[src/rtl/ieee754_half_decoder.sv]
// ieee754_half_decoder
//
// Converts an IEEE754 half-precision operand (1 sign / 5 exponent / 10 fraction,
// bias 15) to a 16-bit two's-complement integer, truncating toward zero. The
// significand is shifted one bit per cycle, so latency is 2 + k cycles, where k
// is the shift distance (0..10).
//
// Ports:
//   clk      in   system clock
//   reset    in   synchronous, active-high; aborts any conversion
//   R_I      in   start strobe, sampled only while idle
//   dataIn   in   [15:0] half-precision operand, captured when R_I is accepted
//   dataOut  out  [15:0] signed integer result, held until the next completion
//   R_O      out  one-cycle result-valid pulse
//   ERROR    out  one-cycle pulse with R_O when the operand is not representable
//   busy     out  high whenever a conversion is in progress
module ieee754_half_decoder (
  input  logic        clk,
  input  logic        reset,
  input  logic        R_I,
  input  logic [15:0] dataIn,
  output logic [15:0] dataOut,
  output logic        R_O,
  output logic        ERROR,
  output logic        busy
);

  typedef enum logic [1:0] {
    S_IDLE,
    S_LOAD,
    S_SHIFT,
    S_FINISH
  } state_t;

  state_t      r_state;
  logic [15:0] r_din;
  logic [15:0] r_m;
  logic [3:0]  r_k;
  logic        r_left;
  logic        r_err;
  logic [15:0] r_dout;
  logic        r_ro;
  logic        r_error;
  logic        r_busy;

  logic        w_s;
  logic [4:0]  w_e;
  logic [9:0]  w_f;
  logic [15:0] w_m_init;
  logic [3:0]  w_k_init;
  logic        w_left_init;
  logic        w_err_init;

  assign w_s = r_din[15];
  assign w_e = r_din[14:10];
  assign w_f = r_din[9:0];

  // Classify the captured operand: initial significand, shift distance and
  // direction. Integer value is {1,f} shifted left by (e - 25).
  always_comb begin
    w_m_init    = {5'd0, 1'b1, w_f};
    w_k_init    = '0;
    w_left_init = 1'b0;
    w_err_init  = 1'b0;
    if (w_e == 5'd31) begin
      w_err_init = 1'b1;
      w_m_init   = '0;
    end else if (w_e == 5'd30) begin
      // Only -32768 exactly fits; every other e=30 magnitude is >= 32768.
      if (w_s && (w_f == '0)) begin
        w_left_init = 1'b1;
        w_k_init    = 4'd5;
      end else begin
        w_err_init = 1'b1;
        w_m_init   = '0;
      end
    end else if (w_e <= 5'd14) begin
      w_m_init = '0;
    end else if (w_e <= 5'd24) begin
      w_k_init = 4'(5'd25 - w_e);
    end else if (w_e == 5'd25) begin
      w_k_init = '0;
    end else begin
      w_left_init = 1'b1;
      w_k_init    = 4'(w_e - 5'd25);
    end
  end

  always_ff @(posedge clk) begin
    if (reset) begin
      r_state <= S_IDLE;
      r_din   <= '0;
      r_m     <= '0;
      r_k     <= '0;
      r_left  <= 1'b0;
      r_err   <= 1'b0;
      r_dout  <= '0;
      r_ro    <= 1'b0;
      r_error <= 1'b0;
      r_busy  <= 1'b0;
    end else begin
      r_ro    <= 1'b0;
      r_error <= 1'b0;
      case (r_state)
        S_IDLE: begin
          if (R_I) begin
            r_din   <= dataIn;
            r_busy  <= 1'b1;
            r_state <= S_LOAD;
          end
        end
        S_LOAD: begin
          r_m     <= w_m_init;
          r_k     <= w_k_init;
          r_left  <= w_left_init;
          r_err   <= w_err_init;
          r_state <= (w_k_init != '0) ? S_SHIFT : S_FINISH;
        end
        S_SHIFT: begin
          r_m <= r_left ? (r_m << 1) : (r_m >> 1);
          r_k <= r_k - 4'd1;
          if (r_k == 4'd1) begin
            r_state <= S_FINISH;
          end
        end
        S_FINISH: begin
          // Magnitude is already truncated, so negation rounds toward zero.
          r_dout  <= r_err ? '0 : (w_s ? (16'd0 - r_m) : r_m);
          r_ro    <= 1'b1;
          r_error <= r_err;
          r_busy  <= 1'b0;
          r_state <= S_IDLE;
        end
        default: r_state <= S_IDLE;
      endcase
    end
  end

  assign dataOut = r_dout;
  assign R_O     = r_ro;
  assign ERROR   = r_error;
  assign busy    = r_busy;

endmodule
[config.mk]
export PLATFORM = sky130hd
export DESIGN_NAME = ieee754_half_decoder
export DESIGN_NICKNAME = d
export VERILOG_FILES = /design/src/rtl/ieee754_half_decoder.sv
export SDC_FILE = /design/constraint.sdc
export NUM_CORES = 1
export LEC_CHECK = 0
export ABC_AREA = 0
export BUFFER_PORTS_ARGS = -buffer_cell sky130_fd_sc_hd__buf_2
export CAP_MARGIN = 40
export CORE_MARGIN = 4
export CORE_UTILIZATION = 58
export DETAILED_ROUTE_END_ITERATION = 10
export PLACE_DENSITY = 0.79
export SYNTH_ARGS = -nofsm -noshare
export SYNTH_HDL_FRONTEND = slang
export SYNTH_SLANG_ARGS = --single-unit
export TNS_END_PERCENT = 100
[constraint.sdc]
create_clock -name clk -period 2.44 [get_ports clk]
set_input_delay 0.366 -clock clk [delete_from_list [all_inputs] [get_ports clk]]
set_output_delay 0.366 -clock clk [all_outputs]
set_load 0.02 [all_outputs]
==> results of run 1 <==
sequential cells by signal, summed over array words and instances, names as in the netlist:
signal	cells
R_O	1
r_din	16
ERROR	1
r_k	4
r_m	16
r_err	1
r_state	2
dataOut	16
busy	1
r_left	1
power by group:
part	internal (mW)	switching [mW]	total [mW]
Sequential	1.12	0.229	1.35
Combinational	0.542	0.854	1.40
Clock	0.494	0.387	0.881
critical path: cells and delay by family, from the launching register on:
kind / cells / cell delay (ps)
AO/OA/AOI/OAI: 4 / 980
flip-flops: 1 / 500
adder cells (fa/ha/maj): 1 / 260
AND/OR/NAND/NOR: 1 / 190
buffers and inverters: 1 / 110
synth_stat cells (2+ instances only):
cell      instances
dfxtp_1          59
nor2_1           54
nand2_1          48
a21oi_1          44
inv_1            17
clkbuf_1         16
ha_1             14
a211oi_1         12
mux2i_1          11
nor2b_1           8
o21ai_0           7
a31oi_1           6
nand2b_1          6
xor2_1            6
a22oi_1           5
mux2_2            5
nand4_1           5
nor3_1            5
or3_1             5
buf_2             4
nor3b_1           4
xnor2_1           4
and2_1            3
buf_1             3
buf_4             3
o221ai_1          3
o32ai_1           3
buf_6             2
nand4b_1          2
nor4_1            2
nor4_2            2
o31ai_1           2
final cells by class:
type / count / area (um^2)
Sequential cell: 59 / 1180
Clock buffer: 11 / 141
Fill cell: 494 / 1850
Clock inverter: 5 / 52.6
Inverter: 18 / 67.6
Tap cell: 72 / 90.1
Multi-Input combinational cell: 295 / 1890
Timing Repair Buffer: 43 / 230
worst paths after layout:
| kind | depth (start not counted) | slack [ps] | endpoint |
|---|---|---|---|
| setup reg to reg | 7 | 340 | r_state[0] |
| hold reg to reg | 2 | 470 | dataOut[10] |
| hold / removal | 3 | 260 | r_din[8] |
| setup / recovery | 7 | 340 | r_state[0] |
routing by layer:
| metal | vias to the layer above | global-route usage, % | part of all wire, % |
|---|---|---|---|
| met1 | 1303 | 27.3 | 48 |
| met3 | 8 | 5.85 | 4.2 |
| li1 | 1467 | - | - |
| met4 | 0 | 7.73 | 1.1 |
| met2 | 55 | 35.1 | 46 |
| met5 | - | 0 | 0 |
cells by family after synthesis:
logic type / Yosys count
and+or+nand+nor: 156
AOI/OAI and AO/OA: 99
DFF: 59
buffers and inverters: 46
muxes: 16
adders and majority gates: 14
xor gates and xnor gates: 10
==> flow_summary.toml, run 1 <==
[critical_path]
cp-start-kind = "flip-flop"
critPathRequiredTime_ps = 2700
critPathArrivalTime_ps = 2360
crit_type = "reg -> reg"
end_kind = "flip-flop"
crit_fanout = 9
path_cells = "inv_1, ha_1, nor2b_1, a2111oi_2, o21ai_0, a2111o_1, a211oi_2"
max_stage_delay_ps = 500
crit_start = "r_din[12]"
worstReg2RegStart = "r_din[12]"
cpMaxStageDelayCell = "dfxtp_1"

[clock_network]
cts_setup_buffers = 0
cts_resized = 0
cts_tree = "built"
htreeDepth = 3
clk_pin_slew_ps = 70
cts_made_buffers = 9
cts_root_buf = "clkbuf_8"
clockBufferDepth = 2
clock-sinks = 59
cts_hold_buf = 0
clk_latency_ps = 340

[run]
drv_cap = 0

[placement]
placed_cells = 487
place_area_um2 = 3460
place_ws_ps = 343
port_buffers = 37
dp.final_hpwl_mm = 4.98
gp_congestion = 0.856

[pwr]
ir_drop_v = 0.000594
power_density_nw_per_um2 = 993
p_total_mw = 3.63
power.leakage_nw = 1.40

[sta]
hold_ws_ps = 264
hold_viol_final = 0
min_period_ps = 2100
finalClockSkew_ps = 8.38
finalSetupViolations = 0
grt_setup_unrepaired = "no"
clock.fmax_mhz = 475
fin_crit_sh_pct = 86.2
maxSlewHeadroom_pct = 57.2
setup_tns_ps = 0
max_slew.worst_pin.slew_ps = 643
final-max-slew-violation-count = 0
fin_ws_ps = 337

[floorplan]
start_util_pct = 59.5
fp.dieArea_um2 = 6920
ios = 38
core_area_um2 = 5510
fp.dieW_um = 83.2
rows = 27
die_y_um = 83.2

[layout]
finalNetCount = 459
layout_common_cells = "dfxtp_1 (59), nor2_1 (54), nand2_1 (48)"
final_common_cell = "dfxtp_1"
design_area_um2 = 3660
layout-drive-gt1-share_pct = 18.3
antenna_cells = 0
fin_cells = 503
post-route-util_pct = 66.4
syn_to_final_growth_pct = 11.5

[synth]
synth-simple-area-share_pct = 24.3
synth_area_leader_cell = "dfxtp_1"
synth_cells = 400
ys_types = 62
synth_top_family_by_area = "simple AND/OR/NAND/NOR gates"
syn-cell-area_um2 = 3280
synthArstFlopShare_pct = 0
syn_avg_cell_area_um2 = 8.20
synth_area_leaders = "dfxtp_1 (36%), a21oi_1 (6.7%), nor2_1 (6.2%), nand2_1 (5.5%), ha_1 (5.3%)"
synth_nets = 433
yosys.area.top_type_share_pct = 36.0
synth-xor-area-share_pct = 2.67
yosys_register_bits = 59
synth_edf_count = 0
synth.area.mux_share_pct = 5.08
synth-adder-area-share_pct = 5.34
yosys_most_used_dff = "dfxtp_1"
synth-warning-count = 0
synth_compound_area_share_pct = 20.3
yosysSeqAreaShare_pct = 36.0

[detailed_routing]
dr.pass1.iters = 4
viasPerCell = 5.63
drt_iter0_drc = 119
num_vias = 2833
drtAntennaViolNets = 0
drc = 0
routed_wl_mm = 6.99
wire_per_inst_um = 13.9

[hold_path]
min_path_type = "in -> reg"
hold_start = "dataIn[8]"

[outcome]
outcome = "finished, final reports clean"

[global_routing]
grt_use_total_pct = 21.5
grt_max_degree = 42
antenna_found_initial = 0
grt_pass1_wl_mm = 12.4
grt_overflow = 0
first_global_vias = 2720
No activity file was read; power rests on OpenSTA's default activity.
==> run 2, diff against run 1 <==
--- a/config.mk
+++ b/config.mk
@@ -6,7 +6,7 @@
 export NUM_CORES = 1
 export LEC_CHECK = 0
 export ABC_AREA = 0
-export BUFFER_PORTS_ARGS = -buffer_cell sky130_fd_sc_hd__buf_2
+export BUFFER_PORTS_ARGS = -buffer_cell sky130_fd_sc_hd__buf_4
 export CAP_MARGIN = 40
 export CORE_MARGIN = 4
 export CORE_UTILIZATION = 58
==> run 2 against run 1 <==
  * Sequential share of layout area shrank 0.68 points
  * Clock-buffer cell count grew 3
  * Via count shrank 0.92%
  * Highest routed layer unchanged
  * Largest power group unchanged
  * Final cell count shrank 0.20%
  * Cell area grew 2.2%
  * Critical path type unchanged
==> flow_summary.toml, run 2 (same netlist as run 1, synthesis figures left out) <==
[placement]
dp.final_hpwl_mm = 4.95
port_buffers = 37
place_area_um2 = 3550
gp_congestion = 0.835

[clock_network]
clock-sinks = 59
cts_made_buffers = 9
clk_pin_slew_ps = 70
cts_resized = 0
htreeDepth = 3
cts_hold_buf = 0
clk_latency_ps = 340
cts_root_buf = "clkbuf_8"
cts_setup_buffers = 0
cts_tree = "built"
clockBufferDepth = 2

[floorplan]
rows = 27
fp.dieW_um = 83.2
die_y_um = 83.2
start_util_pct = 59.5
fp.dieArea_um2 = 6920
ios = 38
core_area_um2 = 5510

[detailed_routing]
routed_wl_mm = 7.05
viasPerCell = 5.59
drc = 0
num_vias = 2807
dr.pass1.iters = 5
drt_iter0_drc = 146
wire_per_inst_um = 14.0
drtAntennaViolNets = 0

[global_routing]
antenna_found_initial = 0
grt_max_degree = 42
first_global_vias = 2631
grt_use_total_pct = 21.1
grt_pass1_wl_mm = 12.2
grt_overflow = 0

[layout]
syn_to_final_growth_pct = 13.9
post-route-util_pct = 67.8
design_area_um2 = 3730
seq_area_um2 = 1180
multiInputGateArea_um2 = 1890
final_common_cell = "dfxtp_1"
finalNetCount = 459
layout-drive-gt1-share_pct = 17.9
antenna_cells = 0
fillers = 489
layout_common_cells = "dfxtp_1 (59), nor2_1 (54), nand2_1 (48)"

[critical_path]
crit_type = "reg -> reg"
critPathRequiredTime_ps = 2710
critPathArrivalTime_ps = 2390
cp-start-kind = "flip-flop"
end_kind = "flip-flop"
crit_fanout = 9

[sta]
maxSlewHeadroom_pct = 59.0
fin_crit_sh_pct = 87.1
finalClockSkew_ps = 7.67
finalSetupViolations = 0
final-max-slew-violation-count = 0
clock.fmax_mhz = 471
grt_setup_unrepaired = "no"
hold_viol_final = 0
setup_tns_ps = 0
max_slew.worst_pin.slew_ps = 616
min_period_ps = 2130

[hold_path]
min_path_type = "in -> reg"

[pwr]
ir_drop_v = 0.000586
power_density_nw_per_um2 = 958
power.leakage_nw = 1.40

[outcome]
outcome = "finished, final reports clean"

[run]
drv_cap = 0
-- run 2: cell types whose count changed in the layout (fill, tap and decap cells not counted), sizes merged --
cell,before,now
clkbuf,11,14
clkinv,4,1
bufinv,1,0
-- run 2: path summary, 6_finish.rpt --
path | slack [ps] | cells past startpoint | end | startpoint
setup / recovery | 310 | 7 | r_state[0] | r_din[12]
hold / removal | 260 | 3 | r_din[7] | dataIn[7]
setup reg to reg | 310 | 7 | r_state[0] | r_din[12]
hold reg to reg | 470 | 2 | dataOut[8] | dataOut[8]
-- run 2: layout make-up --
cell class	instances	share of cell area [%]
sequential	59	31.6
timing repair buffer	43	8.64
clock inverter	1	0.201
multi-input combinational	295	50.7
inverter	18	1.81
tap	72	2.41
clock buffer	14	4.62
-- run 2: report_power, final --
group / switching [mW] / internal, mW / total (mW)
clock network: 0.370 / 0.447 / 0.817
registers: 0.226 / 1.12 / 1.35
logic: 0.852 / 0.559 / 1.41
-- run 2: metrics by stage --
step / hold slack (ps) / setup slack (ps) / power [mW] / cells
final: 264 / 315 / 3.58 / 502
after global routing: 273 / 29.2 / 3.84 / 502
after CTS: 259 / 299 / 3.59 / 502
after detailed placement: 461 / 338 / 2.77 / 487
after global placement: 450 / 412 / 2.73 / 487
after floorplan: 449 / 525 / 2.47 / 400
-- run 2: worst max-delay path, cell delays in order, from the launching register on --
cell       delay [ps]
dfxtp_1           500
inv_1             110
ha_1              250
nor2b_1           180
a2111oi_2         270
o21ai_0           160
a2111o_1          410
a211oi_2          170
-- run 2: metal layers --
layer  global-route usage (%)  vias to the layer above  wire [um]
met5                        0                        -          0
met4                     7.13                        0         99
met3                     6.15                        9        327
met2                     34.2                       55       3260
met1                     26.9                     1285       3360
li1                         -                     1458          -
